[src/rtl/sum_pipe_param.sv]
// -----------------------------------------------------------------------------
// sum_pipe_param
//
// Pipelined WIDTH-bit adder/subtractor. The operation is cut into
// NSEG = WIDTH/SEG segments and each segment is resolved in its own register
// stage. The carry between segments always passes through a register.
//
// Each internal stage holds one working word per operand:
//   a_q : resolved sum segments rotated in at the top, with the not yet
//         consumed A segments underneath. The segment to resolve next is
//         always at bits [SEG-1:0].
//   b_q : B' rotated the same way, so its next segment is also at [SEG-1:0].
// After NSEG rotations the A word holds the complete sum in natural order.
//
// Ports
//   clk       rising-edge clock
//   reset_L   synchronous active-low reset, has priority over stall
//   in_valid  operands on this cycle are valid
//   op_sub    0: A+B+cin   1: A-B-cin (cin acts as borrow-in)
//   cin       carry-in / borrow-in
//   data_A    operand A (WIDTH bits)
//   data_B    operand B (WIDTH bits)
//   stall     1 holds every register, outputs included
//   out_valid out_sum/cout/ovf are valid
//   out_sum   result modulo 2^WIDTH
//   cout      carry out of the MSB (sub mode: 1 = no borrow)
//   ovf       signed overflow
// -----------------------------------------------------------------------------
module sum_pipe_param #(
   parameter int WIDTH = 16,
   parameter int SEG   = 4
) (
   input  logic             clk,
   input  logic             reset_L,
   input  logic             in_valid,
   input  logic             op_sub,
   input  logic             cin,
   input  logic [WIDTH-1:0] data_A,
   input  logic [WIDTH-1:0] data_B,
   input  logic             stall,
   output logic             out_valid,
   output logic [WIDTH-1:0] out_sum,
   output logic             cout,
   output logic             ovf
);

   localparam int NSEG  = WIDTH / ((SEG > 0) ? SEG : 1);
   // Number of internal stages in front of the output stage (at least one
   // array entry so the declarations stay legal when NSEG is 1).
   localparam int NPIPE = (NSEG > 1) ? (NSEG - 1) : 1;

   // Reject parameter sets that cannot be segmented.
   if (SEG < 1) begin : g_seg_too_small
      $error("sum_pipe_param: SEG must be at least 1");
   end else if ((WIDTH % SEG) != 0) begin : g_width_not_multiple
      $error("sum_pipe_param: WIDTH must be a multiple of SEG");
   end

   // One segment of the ripple: SEG-bit sum plus carry in bit SEG.
   function automatic logic [SEG:0] seg_add(input logic [SEG-1:0] a,
                                            input logic [SEG-1:0] b,
                                            input logic           c);
      return {1'b0, a} + {1'b0, b} + {{SEG{1'b0}}, c};
   endfunction

   // Drop the consumed low segment of a word and insert a new segment at the top.
   function automatic logic [WIDTH-1:0] rot_in(input logic [WIDTH-1:0] word,
                                               input logic [SEG-1:0]   seg);
      logic [WIDTH+SEG-1:0] tmp;
      tmp = {seg, word} >> SEG;
      return tmp[WIDTH-1:0];
   endfunction

   logic [WIDTH-1:0] a_q [NPIPE];
   logic [WIDTH-1:0] a_d [NPIPE];
   logic [WIDTH-1:0] b_q [NPIPE];
   logic [WIDTH-1:0] b_d [NPIPE];
   logic             c_q [NPIPE];
   logic             c_d [NPIPE];
   logic             v_q [NPIPE];
   logic             v_d [NPIPE];

   logic [WIDTH-1:0] sum_q,   sum_d;
   logic             cout_q,  cout_d;
   logic             ovf_q,   ovf_d;
   logic             valid_q, valid_d;

   // Next-state for every stage: resolve one segment per stage from its registered inputs.
   always_comb begin
      logic [WIDTH-1:0] st_a [NSEG];
      logic [WIDTH-1:0] st_b [NSEG];
      logic             st_c [NSEG];
      logic             st_v [NSEG];
      logic [SEG:0]     r;
      logic [SEG-1:0]   a_seg;
      logic [SEG-1:0]   b_seg;

      for (int i = 0; i < NSEG; i++) begin
         st_a[i] = '0;
         st_b[i] = '0;
         st_c[i] = 1'b0;
         st_v[i] = 1'b0;
      end
      for (int i = 0; i < NPIPE; i++) begin
         a_d[i] = '0;
         b_d[i] = '0;
         c_d[i] = 1'b0;
         v_d[i] = 1'b0;
      end

      // Stage inputs: ports for the first segment, previous registers otherwise.
      st_a[0] = data_A;
      st_b[0] = data_B ^ {WIDTH{op_sub}};
      st_c[0] = cin ^ op_sub;
      st_v[0] = in_valid;
      for (int i = 1; i < NSEG; i++) begin
         st_a[i] = a_q[i-1];
         st_b[i] = b_q[i-1];
         st_c[i] = c_q[i-1];
         st_v[i] = v_q[i-1];
      end

      for (int i = 0; i < NSEG - 1; i++) begin
         r      = seg_add(st_a[i][SEG-1:0], st_b[i][SEG-1:0], st_c[i]);
         a_d[i] = rot_in(st_a[i], r[SEG-1:0]);
         b_d[i] = rot_in(st_b[i], st_b[i][SEG-1:0]);
         c_d[i] = r[SEG];
         v_d[i] = st_v[i];
      end

      // Output stage: top segment. The carry into the MSB is recovered as
      // sum_msb ^ a_msb ^ b_msb, which gives the signed-overflow flag.
      a_seg   = st_a[NSEG-1][SEG-1:0];
      b_seg   = st_b[NSEG-1][SEG-1:0];
      r       = seg_add(a_seg, b_seg, st_c[NSEG-1]);
      sum_d   = rot_in(st_a[NSEG-1], r[SEG-1:0]);
      cout_d  = r[SEG];
      ovf_d   = r[SEG] ^ (r[SEG-1] ^ a_seg[SEG-1] ^ b_seg[SEG-1]);
      valid_d = st_v[NSEG-1];
   end

   // Pipeline registers: reset first, then load unless stalled.
   always_ff @(posedge clk) begin
      if (!reset_L) begin
         for (int i = 0; i < NPIPE; i++) begin
            a_q[i] <= '0;
            b_q[i] <= '0;
            c_q[i] <= 1'b0;
            v_q[i] <= 1'b0;
         end
         sum_q   <= '0;
         cout_q  <= 1'b0;
         ovf_q   <= 1'b0;
         valid_q <= 1'b0;
      end else if (!stall) begin
         for (int i = 0; i < NPIPE; i++) begin
            a_q[i] <= a_d[i];
            b_q[i] <= b_d[i];
            c_q[i] <= c_d[i];
            v_q[i] <= v_d[i];
         end
         sum_q   <= sum_d;
         cout_q  <= cout_d;
         ovf_q   <= ovf_d;
         valid_q <= valid_d;
      end else begin
         for (int i = 0; i < NPIPE; i++) begin
            a_q[i] <= a_q[i];
            b_q[i] <= b_q[i];
            c_q[i] <= c_q[i];
            v_q[i] <= v_q[i];
         end
         sum_q   <= sum_q;
         cout_q  <= cout_q;
         ovf_q   <= ovf_q;
         valid_q <= valid_q;
      end
   end

   assign out_sum   = sum_q;
   assign cout      = cout_q;
   assign ovf       = ovf_q;
   assign out_valid = valid_q;

endmodule
[config.mk]
export PLATFORM = sky130hd
export DESIGN_NAME = sum_pipe_param
export DESIGN_NICKNAME = d
export VERILOG_FILES = /design/src/rtl/sum_pipe_param.sv
export SDC_FILE = /design/constraint.sdc
export NUM_CORES = 1
export LEC_CHECK = 0
export BUFFER_PORTS_ARGS = -buffer_cell sky130_fd_sc_hd__clkbuf_2
export CORE_ASPECT_RATIO = 1.4
export CORE_MARGIN = 5
export CORE_UTILIZATION = 35
export CTS_CLUSTER_DIAMETER = 120
export DETAILED_ROUTE_END_ITERATION = 8
export GPL_TIMING_DRIVEN = 0
export PLACE_DENSITY = 0.6
export RECOVER_POWER = 100
export SKIP_CTS_REPAIR_TIMING = 1
export SLEW_MARGIN = 40
export SYNTH_ARGS = -nofsm -noshare
export SYNTH_HDL_FRONTEND = slang
export SYNTH_SLANG_ARGS = --single-unit
export TNS_END_PERCENT = 100
[constraint.sdc]
create_clock -name clk -period 5.86 [get_ports clk]
set_input_delay 0.293 -clock clk [delete_from_list [all_inputs] [get_ports clk]]
set_output_delay 0.293 -clock clk [all_outputs]
set_load 0.03 [all_outputs]
# --- Word level (Yosys, flattened, before mapping) ---
# Memory sizes are Yosys's and may differ from the RTL's.
# Cells that the tools add are included.
totals:
  ff_bits: 19
  ram_bits: 102
  input_bits: 38
  out_inout_bits: 19
  elab_cells: 76
  memories: 4
mem_list:
  columns: ["name", "words", "width", "read_ports", "rd_ports_with_merged_regs", "write_ports", "line_no", "source"]
  rows:
  - ["a_q", 3, 16, 3, 0, 3, "74", "logic [WIDTH-1:0] a_q [NPIPE];"]
  - ["b_q", 3, 16, 3, 0, 3, "76", "logic [WIDTH-1:0] b_q [NPIPE];"]
  - ["c_q", 3, 1, 3, 0, 3, "78", "logic c_q [NPIPE];"]
  - ["v_q", 3, 1, 3, 0, 3, "80", "logic v_q [NPIPE];"]
classes:
  add_sub_neg: 8
  muxes: 31
  bitwise_logic: 29
op_table:
  columns: ["cell", "count"]
  rows:
  - ["$mux 16", 12]
  - ["$or 1x1->1", 24]
  - ["$add 4x4->5", 4]
  - ["$add 5x1->5", 4]
  - ["$mux 1", 19]
  - ["$xor 16x16->16", 1]
  - ["$xor 1x1->1", 4]

# --- Longest topological paths before layout ---
# Gate-level depths: netlist of the first run.
logic_depth:
  ltp_word: 5
  ltp_mapped: 9

# --- Least setup slack after synthesis of the first run ---
# Ideal clock, no wire load.
synth_timing:
  kind: "input to register"
  from: "input stall"
  to: "memory a_q[0][0], enable pin"
  setup_time_ns: 0.438
  arrival_time_ns: 2.308
  required_ns: 5.422
  path_slack_ns: 3.113
  stages: 3
  path_buffers: 2
  cell_sequence: "buf_2 > buf_2 > nand2_1"
synth_rtl:
  columns: ["item", "line_no", "source"]
  rows:
  - ["from (decl)", "40", "input logic stall,"]
  - ["to (decl)", "74", null]

==> impl_summary.md, run 1 <==
Worst setup path
The kind of critical path is primary input to register. The worst setup path is captured at a register. The startpoint identified for the worst register-to-register timing path is c_q[0][2]. The worst reg2reg path depth is 9.

The worst register-to-register path ends at ovf. The worst setup path is launched from a primary input. Data on the critical path is required at its endpoint by 5.80 ns. The largest fanout on the critical path is 45.

Across all register-to-register paths, the minimum setup slack is roughly 3.8 ns. Data on the critical path arrives at its endpoint at ~3.5 ns.

Timing
The final hold violation count is 0. For the pin with the worst max-slew slack, the measured transition is around 1.8 ns. The final hold slack is between 0.2 and 0.25 ns.

Summed over all failing endpoints, the final setup total negative slack is 0 ns. Setup repair after global routing left no endpoint under its margin. The worst max-slew margin expressed relative to the limit is -17.35%. The setup violation total in the final timing report is 0. Across the routed clock network, the largest skew measured is around 0.0048 ns.

The clock period could shrink to 3.534 ns. The number of pins with negative max-slew slack in the final report is 81. For this run, the top clock speed supported by timing is around 280 MHz. In the finished design, the share of the clock period the worst path needs comes to about three fifths.

Route
The via density per instance is ~4.3. The wire length per cell after detailed routing is between 10 and 15 um. After detailed routing, the number of remaining DRC violations is 0.

The first-pass detailed-route iteration total is 4. The routed layout has roughly 2300 vias. The wire length reported by the detailed router is approximately 6500 um. The first routing iteration left 55 violations. The residual antenna-violating net count after detailed routing is 0.

Global routing
The maximum number of pins on one net before global-route repair is 46. The number of antenna violations at the first check in global routing was 0. The via count of the first global-routing pass came to 2493.

The first global-routing pass estimated approximately 11000 um of wire. Global routing consumed, over all layers together, 9.664% of the routing resources. After global routing the overflow that remains totals 0.

Clocking
The worst-skew pair later-pin latency is around 0.34 ns. TritonCTS built the clock tree. The register clock-pin slew on the reported worst setup and hold paths is roughly 0.060 ns.

The tree is rooted in a clkbuf_16. The clock passes through at most 2 buffers. Buffers inserted during clock tree synthesis total 9. CTS built an H-tree with a depth of 3. The number of sinks on the clock net is 97.

Synth
Sequential elements use 63.38% of the synthesized area. The most used flip-flop cell after synthesis is edfxtp_1. The average size of a mapped cell is 13.64 um^2.

The cell with the most instances after synthesis is edfxtp_1. The synthesized netlist occupies a cell area of 4295 um^2. The area fraction of the dominant cell type after synthesis is between 50% and 60%.

The async set-reset flop share out of synthesis is 0%. The post-synth net total is ~370. Of all cell types, the one taking the most synthesized area is edfxtp_1. Synthesis produced approximately 320 cells. For this run, the number of Yosys warnings is 0. In the post-synthesis netlist, the biggest area contributors are edfxtp_1 55%, dfxtp_1 8.9%, and2_1 8.3%, xnor2_1 3.9%, fa_1 3.7%. The post-synthesis cell type count is 25. Synthesis inferred 97 register bits. By count the netlist is led by 78 x edfxtp_1, 57 x and2_1, 22 x nor2_1, 20 x nor2b_1. The number of enable flip-flop cells after synthesis is 78.

Floorplanning
The initial standard-cell utilization of the core is a little over a third. The core region is between 10000 and 15000 um^2. The I/O pin count is 57.

The die is between 100 and 150 um tall. Row generation in the floorplan step produced 48 rows. In this run the horizontal extent of the chip is ~100 um. The floorplan step defined a die boundary enclosing ~15000 um^2.

Run status
The checks that failed: capacitance limit, slew limit. The run finished, with violations left.

Pwr
In this run the power density over the cells is 301.4 nW/um^2. The maximum resistive drop on vdd is 0.1305 mV. The leakage power of the design is between 1.5 and 2 nW.

Finish
After the last flow step, the layout net total stands at approximately 440. The antenna cell count is 0. Of the cells placed in the final design, the portion with a size suffix greater than 1 is between 10% and 20%. For this run, the share of the core covered by cells in the final layout is between 40% and 50%.

The area growth from synthesis to layout is 15.44%.

Place
After legalization and detailed placement, the total HPWL measured ~4900 um. Port buffering added 54 buffers. At the end of routability-driven placement, the weighted congestion stood at ~0.72.

Hold path
The worst hold path passes through 2 cells. The kind of path behind the tightest hold check is primary input to register. The worst hold endpoint is a_q[0][1]. The worst hold path begins at data_A[5].

Flow run
Across the run, the number of max-cap violations was 2.
## worst max-delay path by stage
stage	startpoint	to	slack, ns	depth (start not counted)
after floorplan	stall	a_q[0][0]	3.11	3
after global placement	reset_L	a_q[0][4]	2.38	3
after detailed placement	op_sub	c_q[0][0]	3.56	9
after CTS	c_q[0][2]	ovf	3.77	9
after global routing	stall	a_q[0][5]	1.88	4
final	stall	a_q[0][18]	2.33	4
## sequential cells by signal, summed over array words and instances, names as in the netlist
signal,cells
a_q,48
b_q,24
out_sum,16
c_q,3
v_q,3
cout,1
out_valid,1
ovf,1
## worst max-delay path: stages
cell	delay (ns)
clkbuf_1	0.22
clkbuf_1	0.29
nand2_1	1.29
clkbuf_1	1.35
## final cells by class
class,instances,area [um^2]
inverter,14,52.55
sequential,97,2723
tap,150,187.7
timing repair buffer,55,250.2
clock inverter,3,17.52
buffer,16,60.06
fill,1190,7233
multi-input combinational,188,1428
clock buffer,13,240.2
## per-stage QoR
step           area [um^2]  worst slack, ns  power [mW]  std cells
2_1_floorplan         4295            3.113      0.9507        315
3_3_place_gp          4753            2.378      0.9962        519
3_5_place_dp          4781            3.556       1.002        520
4_1_cts               5039            3.771       1.524        536
5_1_grt               4959            1.876       1.565        536
6_report              4959            2.326       1.494        536
## cell families after synthesis
family	count (synthesis)	synth area share, %
AO/OA/AOI/OAI	19	2.971
buffers and inverters	30	3.117
multiplexers	15	3.495
XOR/XNOR	26	5.476
flip-flops	97	63.38
AND/OR/NAND/NOR	108	14.33
adder cells (fa/ha/maj)	20	7.224
## power breakdown
| part | internal (mW) | switching, mW |
|---|---|---|
| Sequential | 0.801 | 0.0159 |
| Clock | 0.287 | 0.232 |
| Combinational | 0.0678 | 0.0907 |
| Total | 1.16 | 0.339 |
## per-layer routing
layer | GRT usage [%] | part of all wire, %
met1 | 10.10 | 41
met2 | 17.31 | 53
met3 | 2.840 | 4.8
met4 | 5.183 | 1.8
met5 | 0 | 0
## layout by cell type (no fill, tap or decap), drive strengths merged
cell type  instances
a21o               5
a21oi              8
and2              57
clkbuf            84
clkinv             2
clkinvlp           1
dfxtp             19
edfxtp            78
fa                 8
ha                12
inv               14
mux2i             15
nand2              4
nand2b             3
nor2              22
nor2b             20
nor3               2
o211a              1
o21ai              5
xnor2             19
xor2               7
Note: power is estimated with default switching activity, not from simulation.
==> inputs of run 2 (changes only) <==
clock period = 3.4 ns   (was 5.86 ns; I/O delays follow)
==> run 2 against run 1 <==
Effect of this change: the flow now finishes without violations; die area unchanged; clock skew about the same; hold slack worse by 0.12 ns; critical path depth unchanged; non-clock buffer count unchanged; flip-flop and latch count unchanged; sequential power up 73%; combinational power up 74%; via count about the same; clock power up 73%; highest routed layer unchanged.
==> impl_summary.md, run 2 (synthesis gave the netlist of run 1 again) <==
Finish
The layout net count is 439 (unchanged). The top register by number of flip-flops is a_q. The layout-stage area growth over the synthesis result is 15.82%. The top cell types in the final layout, fill and taps aside, are 78 x edfxtp_1, 39 x clkbuf_1, 35 x and2_0, 35 x clkbuf_2. The final cell count without fillers came to 536 (unchanged). The multi-input logic area is 1435 um^2 (+0.53%).

The finished layout cell area is 4975 um^2 (+0.33%). The antenna cell count is 0 (unchanged). The sequential cell area came to 2723 um^2 (unchanged). Leaving out fill and tap cells, the most frequent cell in the layout is edfxtp_1. The fraction of final layout cells with drive strength greater than 1 was 12.95% (+0.26 points). The post-route core utilization is 40.80% (+0.13 points).

The flip-flop count of the largest register, all copies and words added is 48 (unchanged). The final-layout fill cell count is 1190 (unchanged).

Worst setup path
The critical path data arrival time is 2.39 ns (-1.08 ns). STA classifies the critical path endpoint as a register. The kind of critical path is primary input to register. Traced cell by cell, the critical path runs through clkbuf_1 -> clkbuf_1 -> nand2_4 -> dlymetal6s2s_1. The largest fanout on the critical path is 45 (unchanged). STA classifies the critical path startpoint as a primary input. By instance count, the cell type seen most on the critical path is clkbuf_1. The worst reg2reg path depth is 9 (unchanged). The critical path's slowest cell is dlymetal6s2s_1.

The critical path's largest stage delay is 1.17 ns (-0.18 ns). The required arrival time at the worst endpoint is 3.34 ns (-2.46 ns).

Route
The wire length reported by the detailed router came to 6552 um (+0.11%). The count of vias placed by the detailed router came to 2293 (-0.087%). The initial detailed-routing violation count was 66 (+20%). The DRC violation count after routing is 0 (unchanged).

The first-pass detailed-route iteration total is 4 (unchanged). The residual antenna-violating net count after detailed routing was 0 (unchanged). The via density per instance is 4.278 (about the same). The wire length per cell after detailed routing is 12.22 um (+0.11%).

Pwr
The total internal power is 1.992 mW (+72%). The sequential cell fraction of total power is 54.6% (about the same). The switching power share of the total was 22.73% (+0.067 points). The logic gate share of total power is 10.7% (about the same). The clock network fraction of design power is 34.7% (about the same).

The maximum resistive drop on vdd was 0.2248 mV (+72%). The power per unit of standard cell area came to 518.1 nW/um^2 (+72%). The overall power of the completed layout came to 2.578 mW (+72%). The power dissipated by switching net loads is 585.9 uW (+73%).

The leakage power of the design is 1.990 nW (+0.62%).

Flow run
The max-cap violation count is 0 (-2).

Timing
The transition time at the pin with the least slew margin is 1.462 ns (-0.2979 ns). The worst max-slew margin expressed relative to the limit is 2.353% (+20 points). The smallest clock period supported by the final layout is computed as 2.447 ns. The setup violation total in the final timing report is 0 (unchanged).

The final hold violation count is 0 (unchanged). The maximum achievable frequency is between 400 and 500 MHz. The final critical path takes up a little under three quarters of the cycle. The number of pins with negative max-slew slack in the final report was 0 (-100%). Setup repair after global routing left no endpoint under its margin. The least setup slack across all paths after layout is 0.9535 ns (-1.373 ns).

The accumulated negative setup slack is 0 ns (unchanged). The final hold slack is 0.1059 ns (-0.1237 ns). The setup clock skew after layout is 0.004765 ns (-0.00006547 ns).

Floorplanning
The I/O pin count came to 57 (unchanged). The die area came to 14620 um^2 (unchanged). The y dimension of the die is 141.1 um (unchanged).

The number of standard-cell rows in the floorplan is 48 (unchanged). The initial standard-cell utilization of the core came to 35.23% (unchanged). The area inside the core boundary is 12190 um^2 (unchanged). The chip width is 103.6 um (unchanged).

Hold path
The path class of the tightest hold or removal check is primary input to register. The number of instances on the worst hold path came to 2 (unchanged).

Place
The number of placed instances with taps included is 520 (unchanged). The placement-stage cell area is 4781 um^2 (unchanged). The placed wire-length estimate after detailed placement is 4911 um (unchanged). The global placer's final weighted congestion was 0.7182 (unchanged). The number of input and output port buffers inserted is 54 (unchanged). The setup slack after placement is 1.219 ns (-2.337 ns).

Clocking
The number of buffers inserted during clock tree synthesis is 9 (unchanged). In this run the clock root is driven by a clkbuf_16. The maximum root-to-sink buffer count is 2 (unchanged).

TritonCTS built the clock tree. The depth of the CTS H-tree came to 3 (unchanged). The worst-skew pair later-pin latency is 0.34 ns (about the same).

The register clock-pin slew on the reported worst setup and hold paths is 0.06 ns (about the same). The number of sinks on the clock net came to 97 (unchanged).

Run status
The run finished with clean final reports.

Global routing
The number of antenna violations at the first check in global routing is 0 (unchanged). The total congestion overflow is 0 (unchanged). The maximum number of pins on one net before global-route repair is 46 (unchanged). The via count of the first global-routing pass came to 2493 (unchanged). The global-route usage over all layers was 9.664% (unchanged).

The global-route wire length before repair is 11380 um (unchanged).
[run 2: per-layer routing]
metal | GRT usage (%) | routed length [um] | vias up | share of wire (%)
li1 | - | - | 1187 | -
met1 | 10.10 | 2688 | 1044 | 41
met2 | 17.31 | 3439 | 56 | 52
met3 | 2.840 | 310 | 6 | 4.7
met4 | 5.183 | 114 | 0 | 1.7
met5 | 0 | 0 | - | 0
[run 2: layout make-up]
class                   count  share of cell area (%)
repair buffers             55                   5.206
clock inverters             3                  0.3521
flip-flops and latches     97                   54.73
multi-input cells         188                   28.85
inverters                  14                   1.056
plain buffers              16                   1.207
clock buffers              13                   4.829
well taps                 150                   3.773
[run 2: power groups by stage]
stage          Sequential [mW]  Clock, mW  Combinational (mW)
6_report                  1.41      0.896               0.275
5_1_grt                   1.42      0.966               0.314
4_1_cts                   1.41      0.925               0.295
3_5_place_dp              1.43          0               0.293
3_3_place_gp              1.44          0               0.282
2_1_floorplan             1.45          0               0.184
[run 2: path summary, 6_finish.rpt]
check | startpoint | endpoint | slack (ns)
worst max-delay path | stall | a_q[0][47] | 0.95
worst min-delay path | data_A[15] | a_q[0][11] | 0.11
worst max register to register | c_q[0][2] | ovf | 1.29
worst min register to register | a_q[0][46] | out_sum[10] | 0.50
[run 2: critical path: cells and delay by family]
family,cells,cell delay (ns)
and+or+nand+nor,1,0.49
buffers and inverters,3,1.70
==> inputs of run 3 (changes only) <==
clock period = 2.3 ns   (was 3.4 ns; I/O delays follow)
==> run 3 against run 2 <==
Effect of this change: via count is 0.65% lower; die area stayed put; largest power group unchanged; global-route usage is 0.24 points lower; cell count is 0.19% lower; hold slack worse by 0.048 ns.
==> impl_summary.md, run 3 (synthesis gave the netlist of run 1 again) <==
Hold path
The worst hold path terminates at a_q[0][2]. The startpoint of the lowest-slack hold path is data_A[6]. The number of instances on the worst hold path is 2 (unchanged). In this run the worst hold path is classified as primary input to register.

Timing
Static timing analysis puts the maximum clock frequency at 487.7 MHz. The number of pins with negative max-slew slack in the final report is 0 (unchanged). The final hold violation count is 0 (unchanged). In the finished design, the share of the clock period the worst path needs comes to 89.15%. Subtracting the final worst setup slack from the clock period gives a little over 2 ns. The accumulated negative setup slack was 0 ns (unchanged). The setup violation total in the final timing report is 0 (unchanged).

Setup repair after global routing left no endpoint under its margin. The setup clock skew after layout is 0.005878 ns (+0.001113 ns). The transition time at the pin with the least slew margin is 0.9749 ns (-0.4874 ns). The final hold slack came to 0.05793 ns (-0.04801 ns). The worst max-slew margin expressed relative to the limit was 35.00% (+33 points).

Global routing
The global-route usage over all layers is 9.421% (-0.24 points). The global-route wire length before repair came to 11090 um (-2.5%). The total congestion overflow was 0 (unchanged). The number of antenna violations at the first check in global routing is 0 (unchanged). The maximum number of pins on one net before global-route repair is 79 (+72%). The via count of the first global-routing pass is 2407 (-3.4%).

Pwr
The overall power of the completed layout is 4.052 mW (+57%). The power per unit of standard cell area is 805.3 nW/um^2 (+55%). The maximum resistive drop on vdd is 0.4112 mV (+83%). The leakage power of the design is 2.026 nW (+1.8%).

Clocking
The register clock-pin slew on the reported worst setup and hold paths is 0.06 ns (about the same). Clock tree synthesis selected as its root buffer the cell clkbuf_16. The depth of the CTS H-tree is 3 (unchanged).

The number of buffers inserted during clock tree synthesis came to 9 (unchanged). The worst-skew pair later-pin latency is 0.33 ns (about the same). The maximum root-to-sink buffer count is 2 (unchanged). The number of sinks on the clock net came to 97 (unchanged). The TritonCTS clock tree is yes.

Finish
The finished layout cell area is 5031 um^2 (+1.1%). The antenna cell count came to 0 (unchanged). The flip-flop count of the largest register, all copies and words added is 48 (unchanged). The library cell used most frequently in the layout, excluding fill and tap cells, is edfxtp_1.

The layout net count is 438 (-0.23%). The post-route core utilization is 41.27% (+0.46 points). The final-layout fill cell count is 1163 (-2.3%).

Compared with the post-synthesis result, the final layout area differs by 17.13%. The top register by number of flip-flops is a_q. The fraction of final layout cells with drive strength greater than 1 is 14.03% (+1.1 points).

Leaving out fill and tap cells, the most frequent cells in the layout are 78 x edfxtp_1, 35 x clkbuf_1, 34 x clkbuf_2.

Place
The global placer's final weighted congestion is 0.6954 (-3.2%). The placed wire-length estimate after detailed placement was 4865 um (-0.95%). The placement-stage cell area is 4770 um^2 (-0.24%). The number of input and output port buffers inserted is 54 (unchanged).

Worst setup path
The critical path data arrival time came to 2.28 ns (-0.11 ns). STA classifies the critical path startpoint as a register. The critical path starts at c_q[0][2]. The critical path endpoint category is a register.

The worst reg2reg path depth is 9 (unchanged). The critical path is of the register to register type. The endpoint identified for the worst register-to-register timing path is ovf. The largest fanout on the critical path is 2 (-96%).

The worst register-to-register path begins at c_q[0][2]. The required arrival time at the worst endpoint is 2.53 ns (-0.81 ns). The reg2reg setup slack is 0.25 ns (-1.04 ns).

Route
The DRC violation count after routing is 0 (unchanged). The residual antenna-violating net count after detailed routing is 0 (unchanged). The wire length per cell after detailed routing is 12.29 um (+0.52%). The via density per instance is 4.258 (-0.47%). The initial detailed-routing violation count is 112 (+70%). The first-pass detailed-route iteration total was 6 (+2).

The wire length reported by the detailed router is 6574 um (+0.34%). The count of vias placed by the detailed router came to 2278 (-0.65%).

Floorplanning
The die area came to 14620 um^2 (unchanged). The chip width is 103.6 um (unchanged). The area inside the core boundary was 12190 um^2 (unchanged). The I/O pin count is 57 (unchanged).

The initial standard-cell utilization of the core is 35.23% (unchanged). The y dimension of the die is 141.1 um (unchanged). The number of standard-cell rows in the floorplan is 48 (unchanged).

Run status
The flow ran to the end, and the final reports show no timing, DRC or antenna violations.

Flow run
The max-cap violation count is 0 (unchanged).
## run 3: cell count changes in the layout (fill, tap and decap cells not counted), moves of 2 or more
| cell | before | now |
|---|---|---|
| bufinv_16 | 0 | 2 |
| buf_4 | 0 | 2 |
| and2_1 | 22 | 28 |
| clkbuf_1 | 39 | 35 |
| and2_0 | 35 | 29 |
## run 3: final cells by class
| cell class | instances | area, um^2 | area share [%] |
|---|---|---|---|
| multi-input combinational | 188 | 1439 | 28.60 |
| buffer | 16 | 68.82 | 1.368 |
| clock inverter | 4 | 68.82 | 1.368 |
| inverter | 14 | 52.55 | 1.045 |
| sequential | 97 | 2723 | 54.12 |
| clock buffer | 12 | 246.5 | 4.899 |
| tap | 150 | 187.7 | 3.730 |
| timing repair buffer | 54 | 245.2 | 4.874 |
## run 3: per-layer routing
| layer | track usage [%] | vias to the layer above | share of wire, % |
|---|---|---|---|
| met5 | 0 | - | 0 |
| met2 | 16.73 | 53 | 52 |
| met1 | 10.28 | 1030 | 41 |
| met4 | 5.045 | 0 | 2.4 |
| met3 | 2.290 | 11 | 4.8 |
| li1 | - | 1184 | - |
## run 3: worst max-delay path, cell delays in order, from the launching register on
cell and delay, ns:
edfxtp_1 0.37, inv_1 0.10, fa_1 0.20, inv_1 0.06
fa_1 0.41, a21o_1 0.21, a21oi_2 0.17, xnor2_1 0.15
xnor2_1 0.09, o211a_1 0.20
## run 3: metrics by stage
stage | worst slack (ns) | instances
floorplan | 0.3868 | 315
global placement | 0.04882 | 519
detailed placement | 0.1492 | 519
CTS | 0.2189 | 535
global route | 0.08767 | 535
finish | 0.2495 | 535
## run 3: power breakdown
group	internal, mW	switching, mW	leakage [nW]
sequential	2.04	0.0402	1.01
combinational	0.175	0.235	0.862
clock	0.977	0.584	0.154
## run 3: how the worst max path moves through the flow
stage,to,slack [ns]
global placement,b_q[0][5],0.05
finish,ovf,0.25
CTS,ovf,0.22
global route,ovf,0.09
detailed placement,c_q[0][0],0.15
floorplan,c_q[0][0],0.39
